[src/rtl/seg7_pkg.sv]
// seg7_pkg
// Shared definitions for the six-digit seven-segment scanner:
//   - 5-bit display code constants (blank, dash, letters)
//   - logical (active-high, {g,f,e,d,c,b,a}) segment patterns
//   - slot index enumeration and a slot-to-one-hot helper
package seg7_pkg;

   // Display codes beyond the 0..F hex range
   localparam logic [4:0] CODE_BLANK = 5'h10;
   localparam logic [4:0] CODE_DASH  = 5'h11;
   localparam logic [4:0] CODE_A     = 5'h14;
   localparam logic [4:0] CODE_J     = 5'h16;
   localparam logic [4:0] CODE_U     = 5'h17;
   localparam logic [4:0] CODE_M     = 5'h18;
   localparam logic [4:0] CODE_P     = 5'h19;
   localparam logic [4:0] CODE_S     = 5'h1A;
   localparam logic [4:0] CODE_V     = 5'h1B;
   localparam logic [4:0] CODE_E     = 5'h1D;

   // Logical segment patterns, bit order {g,f,e,d,c,b,a}
   localparam logic [6:0] PAT_HEX_0 = 7'h3F;
   localparam logic [6:0] PAT_HEX_1 = 7'h06;
   localparam logic [6:0] PAT_HEX_2 = 7'h5B;
   localparam logic [6:0] PAT_HEX_3 = 7'h4F;
   localparam logic [6:0] PAT_HEX_4 = 7'h66;
   localparam logic [6:0] PAT_HEX_5 = 7'h6D;
   localparam logic [6:0] PAT_HEX_6 = 7'h7D;
   localparam logic [6:0] PAT_HEX_7 = 7'h07;
   localparam logic [6:0] PAT_HEX_8 = 7'h7F;
   localparam logic [6:0] PAT_HEX_9 = 7'h6F;
   localparam logic [6:0] PAT_HEX_A = 7'h77;
   localparam logic [6:0] PAT_HEX_B = 7'h7C;
   localparam logic [6:0] PAT_HEX_C = 7'h39;
   localparam logic [6:0] PAT_HEX_D = 7'h5E;
   localparam logic [6:0] PAT_HEX_E = 7'h79;
   localparam logic [6:0] PAT_HEX_F = 7'h71;
   localparam logic [6:0] PAT_BLANK = 7'h00;
   localparam logic [6:0] PAT_DASH  = 7'h40;
   localparam logic [6:0] PAT_LTR_A = 7'h77;
   localparam logic [6:0] PAT_LTR_J = 7'h1E;
   localparam logic [6:0] PAT_LTR_U = 7'h3E;
   localparam logic [6:0] PAT_LTR_M = 7'h37;
   localparam logic [6:0] PAT_LTR_P = 7'h73;
   localparam logic [6:0] PAT_LTR_S = 7'h6D;
   localparam logic [6:0] PAT_LTR_V = 7'h1C;
   localparam logic [6:0] PAT_LTR_E = 7'h79;

   // Digit slot index; slot k is driven by input IN(k+1)
   typedef enum logic [2:0] {
      SLOT0 = 3'd0,
      SLOT1 = 3'd1,
      SLOT2 = 3'd2,
      SLOT3 = 3'd3,
      SLOT4 = 3'd4,
      SLOT5 = 3'd5
   } slot_e;

   // One-hot digit enable (logical, active-high) for a slot
   function automatic logic [5:0] slot_onehot(input slot_e slot);
      logic [5:0] oh;
      case (slot)
         SLOT0:   oh = 6'b000001;
         SLOT1:   oh = 6'b000010;
         SLOT2:   oh = 6'b000100;
         SLOT3:   oh = 6'b001000;
         SLOT4:   oh = 6'b010000;
         SLOT5:   oh = 6'b100000;
         default: oh = 6'b000000;
      endcase
      return oh;
   endfunction

endpackage

[src/rtl/seg7_decode.sv]
// seg7_decode
// Combinational display-code decoder.
// Ports:
//   code    in  5  display code (0..F hex, blank, dash, letters)
//   pattern out 7  logical active-high segments {g,f,e,d,c,b,a};
//                  unknown codes decode to blank
module seg7_decode
   import seg7_pkg::*;
(
   input  logic [4:0] code,
   output logic [6:0] pattern
);

   // Code-to-pattern lookup
   always_comb begin
      pattern = PAT_BLANK;
      case (code)
         5'h00:      pattern = PAT_HEX_0;
         5'h01:      pattern = PAT_HEX_1;
         5'h02:      pattern = PAT_HEX_2;
         5'h03:      pattern = PAT_HEX_3;
         5'h04:      pattern = PAT_HEX_4;
         5'h05:      pattern = PAT_HEX_5;
         5'h06:      pattern = PAT_HEX_6;
         5'h07:      pattern = PAT_HEX_7;
         5'h08:      pattern = PAT_HEX_8;
         5'h09:      pattern = PAT_HEX_9;
         5'h0A:      pattern = PAT_HEX_A;
         5'h0B:      pattern = PAT_HEX_B;
         5'h0C:      pattern = PAT_HEX_C;
         5'h0D:      pattern = PAT_HEX_D;
         5'h0E:      pattern = PAT_HEX_E;
         5'h0F:      pattern = PAT_HEX_F;
         CODE_BLANK: pattern = PAT_BLANK;
         CODE_DASH:  pattern = PAT_DASH;
         CODE_A:     pattern = PAT_LTR_A;
         CODE_J:     pattern = PAT_LTR_J;
         CODE_U:     pattern = PAT_LTR_U;
         CODE_M:     pattern = PAT_LTR_M;
         CODE_P:     pattern = PAT_LTR_P;
         CODE_S:     pattern = PAT_LTR_S;
         CODE_V:     pattern = PAT_LTR_V;
         CODE_E:     pattern = PAT_LTR_E;
         default:    pattern = PAT_BLANK;
      endcase
   end

endmodule

[src/rtl/seven_seg_scanner.sv]
// seven_seg_scanner
// Time-multiplexed driver for a six-digit seven-segment display.
// Each slot is held REFRESH_DIV cycles; the first GUARD cycles of a slot
// keep all digits dark to avoid ghosting. New codes are staged in a
// pending bank and only copied to the active bank at the frame boundary,
// so a frame never mixes old and new codes.
// Ports:
//   CLK        in  1  clock, rising edge
//   RST_N      in  1  asynchronous active-low reset
//   IN1..IN6   in  5  display codes, INk drives slot k-1
//   UPDATE     in  1  load strobe for IN1..IN6
//   BLANK      in  1  force all digits off
//   SEG        out 7  registered segment drive {g,f,e,d,c,b,a}
//   DIGIT      out 6  registered one-hot digit enables, bit k = slot k
//   FRAME_DONE out 1  one-cycle pulse after slot 5 ends
module seven_seg_scanner
   import seg7_pkg::*;
#(
   parameter int REFRESH_DIV = 50000,
   parameter int GUARD       = 2,
   parameter int SEG_ACT_LOW = 1,
   parameter int DIG_ACT_LOW = 1
)(
   input  logic       CLK,
   input  logic       RST_N,
   input  logic [4:0] IN1,
   input  logic [4:0] IN2,
   input  logic [4:0] IN3,
   input  logic [4:0] IN4,
   input  logic [4:0] IN5,
   input  logic [4:0] IN6,
   input  logic       UPDATE,
   input  logic       BLANK,
   output logic [6:0] SEG,
   output logic [5:0] DIGIT,
   output logic       FRAME_DONE
);

   localparam int            PW         = (REFRESH_DIV > 1) ? $clog2(REFRESH_DIV) : 1;
   localparam logic [PW-1:0] PRESC_LAST = PW'(REFRESH_DIV - 1);
   // Inactive levels double as XOR masks for polarity inversion
   localparam logic [6:0]    SEG_OFF    = (SEG_ACT_LOW != 0) ? 7'h7F : 7'h00;
   localparam logic [5:0]    DIG_OFF    = (DIG_ACT_LOW != 0) ? 6'h3F : 6'h00;

   logic [PW-1:0]   presc_r;
   slot_e           slot_r;
   slot_e           slot_nxt_s;
   logic            presc_wrap_s;
   logic            frame_end_s;
   logic [5:0][4:0] in_bank_s;
   logic [5:0][4:0] pend_r;
   logic [5:0][4:0] act_r;
   logic            pend_flag_r;
   logic [4:0]      act_code_s;
   logic [6:0]      pattern_s;
   logic            guard_ok_s;
   logic            lit_s;
   logic [6:0]      seg_log_s;
   logic [5:0]      dig_log_s;

   assign in_bank_s    = {IN6, IN5, IN4, IN3, IN2, IN1};
   assign presc_wrap_s = (presc_r == PRESC_LAST);
   assign frame_end_s  = presc_wrap_s && (slot_r == SLOT5);

   // With no guard the comparison would be trivially true, so elide it
   generate
      if (GUARD == 0) begin : g_no_guard
         assign guard_ok_s = 1'b1;
      end else begin : g_guard
         assign guard_ok_s = (presc_r >= PW'(GUARD));
      end
   endgenerate

   // Prescaler: counts cycles within the current slot
   always_ff @(posedge CLK or negedge RST_N) begin
      if (!RST_N) begin
         presc_r <= '0;
      end else if (presc_wrap_s) begin
         presc_r <= '0;
      end else begin
         presc_r <= presc_r + PW'(1);
      end
   end

   // Slot index state register
   always_ff @(posedge CLK or negedge RST_N) begin
      if (!RST_N) begin
         slot_r <= SLOT0;
      end else begin
         slot_r <= slot_nxt_s;
      end
   end

   // Slot index next state: advance on each prescaler wrap
   always_comb begin
      slot_nxt_s = slot_r;
      if (presc_wrap_s) begin
         case (slot_r)
            SLOT0:   slot_nxt_s = SLOT1;
            SLOT1:   slot_nxt_s = SLOT2;
            SLOT2:   slot_nxt_s = SLOT3;
            SLOT3:   slot_nxt_s = SLOT4;
            SLOT4:   slot_nxt_s = SLOT5;
            SLOT5:   slot_nxt_s = SLOT0;
            default: slot_nxt_s = SLOT0;
         endcase
      end else begin
         slot_nxt_s = slot_r;
      end
   end

   // Pending/active code banks; an UPDATE on the frame edge bypasses pending
   always_ff @(posedge CLK or negedge RST_N) begin
      if (!RST_N) begin
         pend_r      <= {6{CODE_BLANK}};
         act_r       <= {6{CODE_BLANK}};
         pend_flag_r <= 1'b0;
      end else if (frame_end_s) begin
         if (UPDATE) begin
            act_r <= in_bank_s;
         end else if (pend_flag_r) begin
            act_r <= pend_r;
         end else begin
            act_r <= act_r;
         end
         pend_flag_r <= 1'b0;
      end else if (UPDATE) begin
         pend_r      <= in_bank_s;
         pend_flag_r <= 1'b1;
      end else begin
         pend_flag_r <= pend_flag_r;
      end
   end

   // Select the active code for the slot being displayed
   always_comb begin
      act_code_s = CODE_BLANK;
      case (slot_r)
         SLOT0:   act_code_s = act_r[0];
         SLOT1:   act_code_s = act_r[1];
         SLOT2:   act_code_s = act_r[2];
         SLOT3:   act_code_s = act_r[3];
         SLOT4:   act_code_s = act_r[4];
         SLOT5:   act_code_s = act_r[5];
         default: act_code_s = CODE_BLANK;
      endcase
   end

   seg7_decode u_decode (
      .code    (act_code_s),
      .pattern (pattern_s)
   );

   // Logical (active-high) drive; segments go dark whenever the digit is off
   always_comb begin
      seg_log_s = PAT_BLANK;
      dig_log_s = 6'b000000;
      lit_s     = guard_ok_s && !BLANK && (pattern_s != PAT_BLANK);
      if (lit_s) begin
         seg_log_s = pattern_s;
         dig_log_s = slot_onehot(slot_r);
      end else begin
         seg_log_s = PAT_BLANK;
         dig_log_s = 6'b000000;
      end
   end

   // Output registers; polarity is applied only here
   always_ff @(posedge CLK or negedge RST_N) begin
      if (!RST_N) begin
         SEG        <= SEG_OFF;
         DIGIT      <= DIG_OFF;
         FRAME_DONE <= 1'b0;
      end else begin
         SEG        <= seg_log_s ^ SEG_OFF;
         DIGIT      <= dig_log_s ^ DIG_OFF;
         FRAME_DONE <= frame_end_s;
      end
   end

endmodule

[config.mk]
export PLATFORM = sky130hd
export DESIGN_NAME = seven_seg_scanner
export DESIGN_NICKNAME = d
export VERILOG_FILES = /design/src/rtl/seg7_pkg.sv /design/src/rtl/seg7_decode.sv /design/src/rtl/seven_seg_scanner.sv
export SDC_FILE = /design/constraint.sdc
export NUM_CORES = 1
export LEC_CHECK = 0
export CAP_MARGIN = 25
export CORE_UTILIZATION = 31
export DETAILED_ROUTE_END_ITERATION = 10
export PLACE_DENSITY = 0.54
export SYNTH_ARGS = -nofsm -noshare
export SYNTH_HDL_FRONTEND = slang
export SYNTH_SLANG_ARGS = --single-unit
[constraint.sdc]
create_clock -name CLK -period 3.45 [get_ports CLK]
set_input_delay 0.5175 -clock CLK [delete_from_list [all_inputs] [get_ports CLK]]
set_output_delay 0.5175 -clock CLK [all_outputs]
set_load 0.1 [all_outputs]
==> flow_summary_export.csv <==
group,metric,value,unit
synth,synth_edf_count,0,
worst_setup_path,cp_top_family,"compound AO/OA/AOI/OAI gates",
synth,yosys_warnings,0,
timing,period_share,0.916,
worst_setup_path,slowest_stage,"or4_1",
routing,drc,4,
timing,hold_viol_final,0,
global_route,grt_max_degree,61,
power_and_ir_drop,power_leakage,2.37,nW
clock_tree,clk_pin_slew_worst_paths,0.07,ns
clock_tree,htree_levels,3,
worst_setup_path,r2r_cells,8,
clock_tree,cts_hold_buf,0,
routing,num_vias,3377,
worst_setup_path,r2r-start,"slot_r[0]",
routing,wl,9.95,mm
synth,synthesis.area,4710,um2
clock_tree,clk_latency,0.34,ns
power_and_ir_drop,ir_drop,225,uV
worst_setup_path,reg2reg_to,"DIGIT[5]",
die,num_rows,44,
clock_tree,cts_tree,"yes",
timing,finClkSkew,0.00570,ns
routing,drtIter0Drc,260,
worst_setup_path,critPathLaunch,"slot_r[0]",
placed_design,hpwl,7.03,mm
clock_tree,numCtsBuffers,9,
layout,layout_common_cells,"68 x dfrtp_1, 50 x nand2_1, 43 x clkdlybuf4s50_1",
timing,final.min_clock_period,3.16,ns
routing,antenna_left,0,
die,die_w,125,um
synth,ys.flop_type,"dfrtp_1",
timing,tightest_slew,0.975,ns
worst_setup_path,cp.arrival,3.42,ns
worst_setup_path,max_stage_delay,0.65,ns
layout,final_common_cell,"dfrtp_1",
routing,wl_per_cell,14.9,um
die,coreArea,14700,um2
timing,slew_headroom,0.348,
layout,drive_above_1_share,0.214,
global_route,grt_pass1_vias,3418,
worst_setup_path,crit_path_end,"DIGIT[5]",
placed_design,dp_slack,0.262,ns
worst_setup_path,path_buf_inv,1,
worst_setup_path,rrSetupSlack,0.29,ns
timing,worst_slack,0.290,ns
global_route,grt_pass1_wl,17.5,mm
synth,ys_ff_latch,94,
synth,ys_types,60,
layout,final_nets,517,
worst_setup_path,cp.required,3.71,ns
clock_tree,cts_sinks,94,
run_status,violations,"DRC",
global_route,grt-ovfl-total,0,
clock_tree,cts_resized,0,
die,pin_count,48,
timing,setup_tns,0,ns
worst_setup_path,cp.depth,8,
run_status,status,"finished, violations left",
synth,ys_seq_area_frac,0.506,
worst_setup_path,crit_type,"flip-flop to flip-flop",
routing,via_per_inst,5.07,
placed_design,portBuffers,47,
worst_setup_path,crit_chain,"buf_6 > mux4_2 > a22o_1 > xnor2_1 > o221ai_1 > a32oi_1 > or4_1 > nand4_1",
worst_setup_path,cp-end-kind,"flip-flop",
synth,avgSynthCellArea,10.9,um2
clock_tree,cts.path.max_buffers,2,
worst_setup_path,critPathMaxFanout,21,
die,die_h,125,um
die,die_area,15700,um2
synth,syn_nets,474,
min_path,hp-class,"primary input to async pin",
timing,setup-violations-final,0,
timing,drv_slew,0,
run,maxCapViolCount,0,
worst_setup_path,cp-start-kind,"flip-flop",
die,start_util,0.320,
global_route,grtUsageTotal,0.140,
power_and_ir_drop,powerDensity,420,nW/um2
timing,rsz0062_at_grt,"false",
placed_design,gp_congestion,0.824,
layout,n_antenna_cell,0,
global_route,antenna_found_initial,0,
clock_tree,cts_setup_buffers,0,
synth,synthCells,434,
timing,max_freq,0.316,GHz
layout,syn2layout_area_growth,20.4,%
clock_tree,root_buffer,"clkbuf_16",
synth,async_flop_share,1.00,
routing,dr.pass1.iters,9,
==> synthesized netlist by cell type, drive strengths merged, types with 2 or more instances <==
library cell / count / area, um2
mux4: 2 / 48.8
buf: 14 / 92.6
a31oi: 4 / 40.0
or4: 3 / 22.5
o21ai: 44 / 224
and3: 2 / 12.5
nor4: 2 / 25.0
nor3: 10 / 50.1
nand2: 50 / 188
clkbuf: 12 / 45.0
nand4: 7 / 43.8
nand3: 14 / 70.1
ha: 6 / 75.1
or3: 6 / 37.5
a21oi: 14 / 70.1
o211ai: 4 / 35.0
dfrtp: 69 / 1730
xor2: 6 / 52.6
mux2: 35 / 394
mux2i: 36 / 360
nand2b: 4 / 25.0
xnor2: 6 / 52.6
o21a: 3 / 22.5
a22o: 2 / 17.5
nor2: 19 / 71.3
a211oi: 2 / 15.0
a311oi: 2 / 23.8
inv: 11 / 41.3
dfstp: 25 / 657
==> final cells by class <==
cell class | count | area [um2]
clock buffer | 10 | 239
clock inverter | 6 | 70.1
sequential | 94 | 2380
timing repair buffer | 58 | 544
fill | 1436 | 9030
multi-input combinational | 303 | 2160
inverter | 11 | 41.3
tap | 184 | 230
==> state kept, by name, indices dropped and copies added (netlist names) <==
register / flops
DIGIT: 6
FRAME_DONE: 1
SEG: 7
act_r: 30
pend_flag_r: 1
pend_r: 30
presc_r: 16
slot_r: 3
==> worst min path at each step <==
stage / end / from / slack [ns]
after global routing: presc_r[4] / RST_N / 0.23
after global placement: act_r[11] / act_r[11] / 0.46
final: presc_r[4] / RST_N / 0.19
after detailed placement: act_r[25] / act_r[25] / 0.47
after CTS: presc_r[4] / RST_N / 0.21
after floorplan: FRAME_DONE / RST_N / 0.22
==> report_power, final <==
group / total [mW] / switching, mW / internal, mW
logic: 0.199 / 0.105 / 0.0934
registers: 1.17 / 0.0171 / 1.15
clock network: 1.02 / 0.431 / 0.585
total: 2.38 / 0.553 / 1.83
==> logic make-up after synthesis <==
group,Yosys count,synth area share
buffers and inverters,37,0.0380
xor gates and xnor gates,12,0.0223
muxes,73,0.171
and+or+nand+nor,121,0.122
AOI/OAI and AO/OA,91,0.125
adders and majority gates,6,0.0159
DFF,94,0.506
==> layer usage <==
| metal | vias up | wire, um | track usage | part of all wire |
|---|---|---|---|---|
| li1 | 1647 | - | - | - |
| met4 | 0 | 87 | 0.0416 | 0.0087 |
| met2 | 81 | 4690 | 0.228 | 0.47 |
| met1 | 1640 | 4740 | 0.183 | 0.48 |
| met3 | 9 | 437 | 0.0347 | 0.044 |
| met5 | - | 0 | 0 | 0 |
==> worst register-to-register path: stages, from the launching register on <==
cell	delay, ns
dfrtp_1	0.38
buf_6	0.23
mux4_2	0.58
a22o_1	0.42
xnor2_1	0.22
o221ai_1	0.29
a32oi_1	0.14
or4_1	0.65
nand4_1	0.17
==> stage by stage <==
| step | cell area, um2 | total power, mW | util | hold slack (ns) | instances |
|---|---|---|---|---|---|
| after floorplan | 4710 | 1.30 | - | 0.222 | 434 |
| after global placement | 5350 | 1.38 | 0.364 | 0.460 | 650 |
| after detailed placement | 5350 | 1.39 | 0.364 | 0.471 | 650 |
| after CTS | 5660 | 2.42 | 0.385 | 0.207 | 666 |
| after global routing | 5670 | 2.48 | 0.386 | 0.228 | 666 |
| final | 5670 | 2.38 | 0.386 | 0.188 | 666 |
(Power assumes the default switching activity.)
